<file path="src/rtl/rx_packet_ctrl_pkg.sv">
// -----------------------------------------------------------------------------
// rx_packet_ctrl_pkg
// Constants shared by the packet receiver and the transmitter side: command
// codes, packet-FSM state encodings, checksum width and the checksum step.
// -----------------------------------------------------------------------------
package rx_packet_ctrl_pkg;

  // Checksum is a single XOR byte over cmd and payload
  localparam int CSUM_W = 8;

  // Command codes (first byte of every packet)
  localparam logic [7:0] CMD_CONN  = 8'h00;
  localparam logic [7:0] CMD_SCORE = 8'h01;
  localparam logic [7:0] CMD_MAP   = 8'h02;

  // Packet FSM state encodings
  localparam logic [1:0] ST_IDLE    = 2'd0;
  localparam logic [1:0] ST_PAYLOAD = 2'd1;
  localparam logic [1:0] ST_CHECK   = 2'd2;

  // One accumulation step of the running packet checksum
  function automatic logic [CSUM_W-1:0] csum_step(input logic [CSUM_W-1:0] acc,
                                                  input logic [7:0]        data);
    return acc ^ data;
  endfunction

endpackage

</file>
<file path="src/rtl/rx_packet_ctrl_uart_rx.sv">
// -----------------------------------------------------------------------------
// uart_rx
// 8N1 UART receiver, LSB first, sampling each bit at its midpoint.
// Ports:
//   clk     - clock
//   i_rst   - asynchronous active-high reset
//   i_rx    - serial input, idle high
//   o_data  - received byte, valid while o_recv is high
//   o_recv  - one-cycle strobe per byte with a valid (high) stop bit
// -----------------------------------------------------------------------------
module uart_rx #(
  parameter int CLK_PER_BIT = 868
) (
  input  logic       clk,
  input  logic       i_rst,
  input  logic       i_rx,
  output logic [7:0] o_data,
  output logic       o_recv
);

  localparam int CNT_W = $clog2(CLK_PER_BIT + 1);
  localparam logic [CNT_W-1:0] HALF_BIT = CNT_W'((CLK_PER_BIT - 1) / 2);
  localparam logic [CNT_W-1:0] FULL_BIT = CNT_W'(CLK_PER_BIT - 1);

  localparam logic [1:0] U_IDLE  = 2'd0;
  localparam logic [1:0] U_START = 2'd1;
  localparam logic [1:0] U_DATA  = 2'd2;
  localparam logic [1:0] U_STOP  = 2'd3;

  logic [1:0]       r_sync;
  logic [1:0]       r_state;
  logic [CNT_W-1:0] r_cnt;
  logic [2:0]       r_bit;
  logic [7:0]       r_shift;
  logic             w_rx;

  assign w_rx = r_sync[1];

  // Input synchroniser, bit-timing counter and byte assembly
  always_ff @(posedge clk or posedge i_rst) begin
    if (i_rst) begin
      r_sync  <= 2'b11;
      r_state <= U_IDLE;
      r_cnt   <= {CNT_W{1'b0}};
      r_bit   <= 3'd0;
      r_shift <= 8'h00;
      o_data  <= 8'h00;
      o_recv  <= 1'b0;
    end else begin
      r_sync <= {r_sync[0], i_rx};
      o_recv <= 1'b0;
      case (r_state)
        U_IDLE: begin
          r_cnt <= {CNT_W{1'b0}};
          if (!w_rx) r_state <= U_START;
        end
        // Re-check the start bit at its midpoint to reject glitches
        U_START: begin
          if (r_cnt == HALF_BIT) begin
            r_cnt   <= {CNT_W{1'b0}};
            r_bit   <= 3'd0;
            r_state <= w_rx ? U_IDLE : U_DATA;
          end else begin
            r_cnt <= r_cnt + CNT_W'(1);
          end
        end
        U_DATA: begin
          if (r_cnt == FULL_BIT) begin
            r_cnt   <= {CNT_W{1'b0}};
            r_shift <= {w_rx, r_shift[7:1]};
            r_bit   <= r_bit + 3'd1;
            if (r_bit == 3'd7) r_state <= U_STOP;
          end else begin
            r_cnt <= r_cnt + CNT_W'(1);
          end
        end
        // A low stop bit is a framing error: the byte is dropped
        U_STOP: begin
          if (r_cnt == FULL_BIT) begin
            r_cnt   <= {CNT_W{1'b0}};
            r_state <= U_IDLE;
            if (w_rx) begin
              o_recv <= 1'b1;
              o_data <= r_shift;
            end
          end else begin
            r_cnt <= r_cnt + CNT_W'(1);
          end
        end
        default: r_state <= U_IDLE;
      endcase
    end
  end

endmodule

</file>
<file path="src/rtl/rx_packet_ctrl.sv">
// -----------------------------------------------------------------------------
// rx_packet_ctrl
// Parses UART packets (cmd, payload, XOR checksum) and commits score/map
// payloads to the outputs only when the checksum matches.
// Ports:
//   clk          - clock
//   i_rst        - asynchronous active-high reset
//   i_rx         - UART serial input, idle high
//   i_clr        - synchronous clear of committed score and map
//   o_ctrl_conn  - one-cycle pulse on a connect command
//   o_score_upd  - one-cycle pulse when o_score is committed
//   o_map_upd    - one-cycle pulse when o_map is committed
//   o_err        - one-cycle pulse on bad cmd, bad checksum or timeout
//   o_busy       - high while a packet is in progress
//   o_score      - committed score (first payload byte in the MSBs)
//   o_map        - committed map (first payload byte in the MSBs)
// -----------------------------------------------------------------------------
module rx_packet_ctrl
  import rx_packet_ctrl_pkg::*;
#(
  parameter int CLK_PER_BIT = 868,
  parameter int SCORE_BYTES = 2,
  parameter int MAP_BYTES   = 16,
  parameter int TIMEOUT_CYC = 20 * CLK_PER_BIT * 10
) (
  input  logic                   clk,
  input  logic                   i_rst,
  input  logic                   i_rx,
  input  logic                   i_clr,
  output logic                   o_ctrl_conn,
  output logic                   o_score_upd,
  output logic                   o_map_upd,
  output logic                   o_err,
  output logic                   o_busy,
  output logic [8*SCORE_BYTES-1:0] o_score,
  output logic [8*MAP_BYTES-1:0]   o_map
);

  localparam int MAX_BYTES = (SCORE_BYTES > MAP_BYTES) ? SCORE_BYTES : MAP_BYTES;
  localparam int SH_W      = 8 * MAX_BYTES;
  localparam int CNT_W     = $clog2(MAX_BYTES + 1);
  localparam int LSB_W     = $clog2(SH_W);
  localparam int TMO_W     = $clog2(TIMEOUT_CYC + 1);

  logic [7:0]        w_data;
  logic              w_recv;
  logic [1:0]        r_state;
  logic              r_is_map;
  logic [CNT_W-1:0]  r_cnt;
  logic [CSUM_W-1:0] r_xor;
  logic [SH_W-1:0]   r_shadow;
  logic [TMO_W-1:0]  r_tmo;
  logic              w_tmo;
  logic              w_byte;
  logic [CNT_W-1:0]  w_last;
  logic [LSB_W-1:0]  w_lsb;

  uart_rx #(
    .CLK_PER_BIT(CLK_PER_BIT)
  ) u_uart_rx (
    .clk    (clk),
    .i_rst  (i_rst),
    .i_rx   (i_rx),
    .o_data (w_data),
    .o_recv (w_recv)
  );

  // A byte landing on the timeout cycle belongs to no packet and is dropped
  assign w_tmo  = (r_state != ST_IDLE) && (r_tmo == TMO_W'(TIMEOUT_CYC));
  assign w_byte = w_recv && !w_tmo;

  // Payload byte k lands at bits [8*(N-k)-1 -: 8], so byte 0 ends in the MSBs
  assign w_last = r_is_map ? CNT_W'(MAP_BYTES - 1) : CNT_W'(SCORE_BYTES - 1);
  assign w_lsb  = LSB_W'({w_last - r_cnt, 3'b000});

  assign o_busy = (r_state != ST_IDLE);

  // Packet FSM, shadow buffer, inter-byte timeout and committed outputs
  always_ff @(posedge clk or posedge i_rst) begin
    if (i_rst) begin
      r_state     <= ST_IDLE;
      r_is_map    <= 1'b0;
      r_cnt       <= {CNT_W{1'b0}};
      r_xor       <= {CSUM_W{1'b0}};
      r_shadow    <= {SH_W{1'b0}};
      r_tmo       <= {TMO_W{1'b0}};
      o_ctrl_conn <= 1'b0;
      o_score_upd <= 1'b0;
      o_map_upd   <= 1'b0;
      o_err       <= 1'b0;
      o_score     <= {(8*SCORE_BYTES){1'b0}};
      o_map       <= {(8*MAP_BYTES){1'b0}};
    end else begin
      o_ctrl_conn <= 1'b0;
      o_score_upd <= 1'b0;
      o_map_upd   <= 1'b0;
      o_err       <= 1'b0;
      // Clear first; a commit later in this block overrides it for its target
      if (i_clr) begin
        o_score <= {(8*SCORE_BYTES){1'b0}};
        o_map   <= {(8*MAP_BYTES){1'b0}};
      end
      if (w_tmo) begin
        o_err   <= 1'b1;
        r_state <= ST_IDLE;
        r_tmo   <= {TMO_W{1'b0}};
      end else begin
        case (r_state)
          ST_IDLE: begin
            r_tmo <= {TMO_W{1'b0}};
            if (w_byte) begin
              case (w_data)
                CMD_CONN: o_ctrl_conn <= 1'b1;
                CMD_SCORE, CMD_MAP: begin
                  r_is_map <= (w_data == CMD_MAP);
                  r_cnt    <= {CNT_W{1'b0}};
                  r_xor    <= w_data;
                  r_state  <= ST_PAYLOAD;
                end
                default: o_err <= 1'b1;
              endcase
            end
          end
          ST_PAYLOAD: begin
            if (w_byte) begin
              r_shadow[w_lsb +: 8] <= w_data;
              r_xor <= csum_step(r_xor, w_data);
              r_cnt <= r_cnt + CNT_W'(1);
              r_tmo <= {TMO_W{1'b0}};
              if (r_cnt == w_last) r_state <= ST_CHECK;
            end else begin
              r_tmo <= r_tmo + TMO_W'(1);
            end
          end
          ST_CHECK: begin
            if (w_byte) begin
              if (w_data == r_xor) begin
                if (r_is_map) begin
                  o_map     <= r_shadow[8*MAP_BYTES-1:0];
                  o_map_upd <= 1'b1;
                end else begin
                  o_score     <= r_shadow[8*SCORE_BYTES-1:0];
                  o_score_upd <= 1'b1;
                end
              end else begin
                o_err <= 1'b1;
              end
              r_state <= ST_IDLE;
              r_tmo   <= {TMO_W{1'b0}};
            end else begin
              r_tmo <= r_tmo + TMO_W'(1);
            end
          end
          default: r_state <= ST_IDLE;
        endcase
      end
    end
  end

endmodule

</file>
<file path="config.mk">
export PLATFORM = sky130hd
export DESIGN_NAME = rx_packet_ctrl
export DESIGN_NICKNAME = d
export VERILOG_FILES = /design/src/rtl/rx_packet_ctrl_pkg.sv /design/src/rtl/rx_packet_ctrl_uart_rx.sv /design/src/rtl/rx_packet_ctrl.sv
export SDC_FILE = /design/constraint.sdc
export NUM_CORES = 1
export LEC_CHECK = 0
export ABC_CLOCK_PERIOD_IN_PS = 14750
export CAP_MARGIN = 10
export CORE_ASPECT_RATIO = 1.5
export CORE_MARGIN = 3
export CORE_UTILIZATION = 35
export CTS_CLUSTER_DIAMETER = 80
export DETAILED_ROUTE_END_ITERATION = 12
export GPL_TIMING_DRIVEN = 0
export SETUP_SLACK_MARGIN = 0.05
export SLEW_MARGIN = 20
export SYNTH_ARGS = -nofsm -noshare
export SYNTH_HDL_FRONTEND = slang
export SYNTH_SLANG_ARGS = --single-unit
</file>
<file path="constraint.sdc">
create_clock -name clk -period 14.75 [get_ports clk]
set_input_delay 2.95 -clock clk [delete_from_list [all_inputs] [get_ports clk]]
set_output_delay 2.95 -clock clk [all_outputs]
set_load 0.01 [all_outputs]
</file>
# After elaboration in Yosys (flattened, before gate mapping)
# Index checks and enable logic that the tools add are counted.
# totals
register_bits	344
in_bits	4
output_inout_bits	149
# classes
n_addsub	6
eq_ne	26
n_shift	2
mux	68
bitwise_logic	2
reduce_logical	22
# op_table
operator	n
2-to-1 mux 128 bit	6
bitwise mux 128 bit	1
variable shift 8 x 9 -> 128 bit, first input constant	1
indexed part select 8 x 9 -> 128 bit	1
2-to-1 mux 16 bit	6
2-to-1 mux 18 bit	2
case mux 18 bit (2 select lines)	1
case mux 10 bit (3 select lines)	1
2-to-1 mux 2 bit	12
2-to-1 mux 8 bit	3
2-to-1 mux 1 bit	22
2-to-1 mux 10 bit	2
adder 18 x 1 -> 18 bit, second input constant	1
== test 18 bit, second input constant	1
case mux 8 bit (2 select lines)	1
2-to-1 mux 5 bit	3
AND reduction 5 bit	3
!= test 3 bit, second input constant	4
adder 10 x 1 -> 10 bit, second input constant	1
== test 10 bit, second input constant	1
== test 10 x 9 -> 1 bit, second input constant	1
!= test 2 x 1 -> 1 bit, second input constant	5
case mux 5 bit (2 select lines)	1
negation 7 -> 9 bit	1
other kinds (31)	45

# Logic depth before layout (Yosys ltp)
# depth
ltp_word	7
mapped_depth	12
depth_no_buf	9

# Modules after synthesis
# A second synthesis with hierarchy kept.
# hier_totals
cells_unflattened	1217
hier_area_um2	16379.5
# by_module_without_submodules
mod	n_inst	cells_each	area_per_inst_um2	seq_area_each_um2
rx_packet_ctrl	1	1101	14792.9	7757.4
uart_rx	1	116	1586.5	853.3

# Least setup slack after synthesis
# Ideal clock, no wire load.
# synth_path
path_kind	input to register
from	in i_clr
to	reg o_map[108]
arrival_ns	4.083
required_time_ns	14.623
path_slack_ns	10.539
stages	5
path_buffers	3
path_cell_list	clkbuf_1 > clkbuf_1 > clkbuf_1 > nor2b_1 > mux2_1
# synth_via
elab_chain_cells	6
# synth_rtl
element	line_no	rtl
start, declared	rx_packet_ctrl.sv:29	input logic i_clr,
2-to-1 mux 128 bit *	rx_packet_ctrl.sv:99	if (i_clr) begin
2-to-1 mux 128 bit	rx_packet_ctrl.sv:138	if (r_is_map) begin
2-to-1 mux 128 bit	rx_packet_ctrl.sv:137	if (w_data == r_xor) begin
2-to-1 mux 128 bit	rx_packet_ctrl.sv:136	if (w_byte) begin
2-to-1 mux 128 bit	rx_packet_ctrl.sv:108	case (r_state)
2-to-1 mux 128 bit *	rx_packet_ctrl.sv:103	if (w_tmo) begin
end signal, assigned	rx_packet_ctrl.sv:92	o_map <= {(8*MAP_BYTES){1'b0}};
end signal, assigned	rx_packet_ctrl.sv:101	o_map <= {(8*MAP_BYTES){1'b0}};
end signal, assigned	rx_packet_ctrl.sv:139	o_map <= r_shadow[8*MAP_BYTES-1:0];
end, declared	rx_packet_ctrl.sv:36	output logic [8*MAP_BYTES-1:0] o_map
# Mark *: on every way between the ends. The rest lies on a longest branch, timed or not.
# A chain may end at the register's enable or synchronous reset.

# Worst setup path after layout
# layout_path
from	reg r_state[0]
to	out o_busy
# layout_via
elab_chain_cells	1
# layout_rtl
element	line_no	rtl
start, declared	rx_packet_ctrl.sv:47	logic [1:0] r_state;
start signal, assigned	rx_packet_ctrl.sv:81	r_state <= ST_IDLE;
start signal, assigned	rx_packet_ctrl.sv:105	r_state <= ST_IDLE;
start signal, assigned	rx_packet_ctrl.sv:118	r_state <= ST_PAYLOAD;
nonzero test 2 bit	rx_packet_ctrl.sv:76	assign o_busy = (r_state != ST_IDLE);
end, declared	rx_packet_ctrl.sv:34	output logic o_busy,
# No other way between the ends.

==> reports/qor.yml <==
outcome:
  status: "finished clean"
placement:
  io_buffers: 151
  gp_congestion: 0.864
  dp.cells: 1996
  dp_hpwl_microns: 27900
  post-place-ws_ns: 9.40
synthesis:
  yosys_warnings: 0
  syn-num-nets: 1289
  synth-seq-cells: 344
  netlist_instances: 1266
  synthFlopType: "dfrtp_1"
  synthesis.area_sq_um: 15600
  async_flop_share_pct: 100
  yosys.cell_types.count: 59
  yosysSeqAreaShare_pct: 55.4
  syn_area_per_cell_sq_um: 12.3
  synth_edf_count: 0
route:
  drc_errors: 0
  met1_length_microns: 15900
  drtIter0Drc: 844
  vias_per_cell: 4.94
  num_vias: 10172
  wl_met3_microns: 1530
  ant_nets: 0
  route.met2.wl_microns: 21200
  maxUsedRoutingLayer: "met4"
  dr.pass1.iters: 5
  post_drt_wl_per_cell_microns: 19.2
  detail_route.wirelength_microns: 39500
power_and_ir_drop:
  swShare_pct: 21.5
  ir_drop_v: 0.0000812
  combPwrFrac_pct: 1.7
  seqPwrFrac_pct: 51.2
  clkPwrFrac_pct: 47.1
  p_leak_nw: 8.94
  power.internal_mw: 1.45
  p_per_area_nw_per_um2: 97.1
  power.switching_uw: 396
grt:
  grt_pass1_wl_microns: 63200
  grt_max_degree: 107
  first_global_vias: 10861
  grt_overflow: 0
  grt_usage_pct: 17.2
  antenna_found_initial: 0
clocking:
  cts_max_level: 2
  numCtsBuffers: 35
  cts-hold-fix-buffers: 0
  post-cts-setup-buffer-count: 0
  clk_latency_ns: 0.53
  clk_pin_slew_ns: 0.06
  cts-root-buf: "clkbuf_16"
  clockBufferDepth: 3
  cts_tree: "done"
  cts.sinks: 344
  cts_resized: 0
floorplan:
  start_util_pct: 35.5
  core_area_sq_um: 43900
  dieArea_sq_um: 47100
  die_w_microns: 178
  io_pins: 153
  std_cell_rows: 94
  die_h_microns: 264
finish:
  layout_commonest_cell: "dfrtp_1"
  drive_gt1_share_pct: 14.8
  fin_util_pct: 43.3
  n_antenna_cell: 0
  final_cell_mix: "342 x dfrtp_1, 151 x clkdlybuf4s50_1, 138 x mux2_2"
  layout.cells.non_filler: 2060
  nets: 1480
  area_delta_synth_final_pct: 22.1
worst_hold_path:
  hold_start: "u_uart_rx.r_sync[0]"
  hold_path.class: "flop to flop"
  hold_path_end: "u_uart_rx.r_sync[1]"
  holdPathStages: 0
job:
  drv_cap: 0
critical_path:
  rrSetupSlack_ns: 11.15
  critical_path_class: "flop to primary output"
  crit_path_end_kind: "primary output"
  crit_required_ns: 11.80
  r2r_start: "r_is_map"
  start_kind: "flop"
  cp_data_arrival_time_ns: 2.07
  r2r_cells: 11
  r2r-end: "r_shadow[88]"
  critPathMaxFanout: 7
timing:
  drv_slew: 0
  rsz0062_at_grt: "false"
  skew_ns: 0.0201
  hold_viol: 0
  relSlewSlack_pct: 27.2
  post-route-min-period_ns: 5.02
  setup_viol: 0
  worstMarginPinSlew_ns: 1.09
  fin_ws_ns: 9.73
  max_freq_mhz: 199
  period_share_pct: 34.0
## area by class of cell
cell class | count | area, sq um
plain buffers | 68 | 403
clock buffers | 54 | 987
clock inverters | 10 | 111
fillers | 4118 | 24900
inverters | 33 | 131
multi-input cells | 821 | 6420
flip-flops and latches | 344 | 8610
well taps | 576 | 721
repair buffers | 154 | 1590
## synth_stat cells, types with 3 or more instances
cell type  instances  share of area (%)
nand2b_1          21               0.84
buf_8             11                1.1
clkbuf_1          46                1.1
xor2_1             7               0.39
xnor2_1           14               0.79
and3_1            23               0.93
mux2_2           138                 10
or4_1              3               0.14
a221o_1            3               0.19
nand3_1           22               0.71
and4_1             3               0.17
a21oi_1           16               0.51
or4b_1             3               0.19
nand4_1           14               0.56
and2_1            27                1.1
a21o_1             4               0.19
dfrtp_1          342                 55
buf_2              4               0.13
nor2_1            32               0.77
inv_1             33               0.80
o211ai_1           4               0.19
nor2b_1          134                5.4
nor4_1             4               0.16
or3_1              6               0.24
a31oi_1           13               0.52
mux2_1           106                7.7
ha_1              18                1.4
o22ai_1            4               0.16
mux2i_1           36                2.3
buf_1              4              0.097
nor3_1            11               0.35
nand2_1           86                2.1
o21ai_0           37                1.2
## stage by stage
step | power [mW] | area, sq um | setup TNS, ns | hold slack (ns)
after floorplan | 0.981 | 15600 | 0 | 0.345
after global placement | 0.992 | 17800 | -641.59 | 0.348
after detailed placement | 0.995 | 17900 | 0 | 0.351
after CTS | 1.87 | 19000 | 0 | 0.360
after global routing | 1.91 | 19000 | 0 | 0.368
final | 1.84 | 19000 | 0 | 0.359
## worst max path at each step
stage	from	to	slack, ns	cells after the start
floorplan	i_rst	async pin	2.27	1
global placement	i_rst	o_map[35]	-1.93	2
detailed placement	i_clr	o_map[101]	9.40	5
CTS	r_state[0]	o_busy	9.73	4
global route	r_state[0]	o_busy	9.65	4
finish	r_state[0]	o_busy	9.73	4
## worst max-delay path, cell delays in order (launching register included)
cell and delay, ns:
dfrtp_1 0.38, inv_1 0.08, ha_1 0.29, inv_1 0.15, clkdlybuf4s50_1 0.64
## metal layers
metal | global-route usage, % | vias to the layer above
li1 | - | 4743
met1 | 20.9 | 5181
met2 | 31.3 | 195
met3 | 2.19 | 53
met4 | 4.84 | 0
met5 | 0 | -
## sequential cells by signal, indices dropped and copies added (netlist names), 3 cells and up, named ones only
name,count
o_map,128
r_shadow,128
r_tmo,18
o_score,16
u_uart_rx.r_cnt,10
r_xor,8
u_uart_rx.o_data,8
u_uart_rx.r_shift,8
r_cnt,5
u_uart_rx.r_bit,3
## power groups by stage
stage	clock (mW)	combinational, mW	sequential (mW)
detailed placement	0	0.0335	0.962
floorplan	0	0.0191	0.962
global placement	0	0.0297	0.962
global route	0.933	0.0364	0.943
CTS	0.893	0.0336	0.944
finish	0.868	0.0313	0.944
## cells by family (layout without fill, tap and decap cells)
kind of cell	Yosys count	count (layout)	share of synthesized area [%]
and+or+nand+nor	399	399	14.3
buffers and inverters	101	319	3.39
xor gates and xnor gates	22	22	1.33
DFF	344	344	55.4
AOI/OAI and AO/OA	101	101	4.09
muxes	280	280	20.0
adders and majority gates	19	19	1.58
Note: power is estimated with default switching activity, not from simulation.
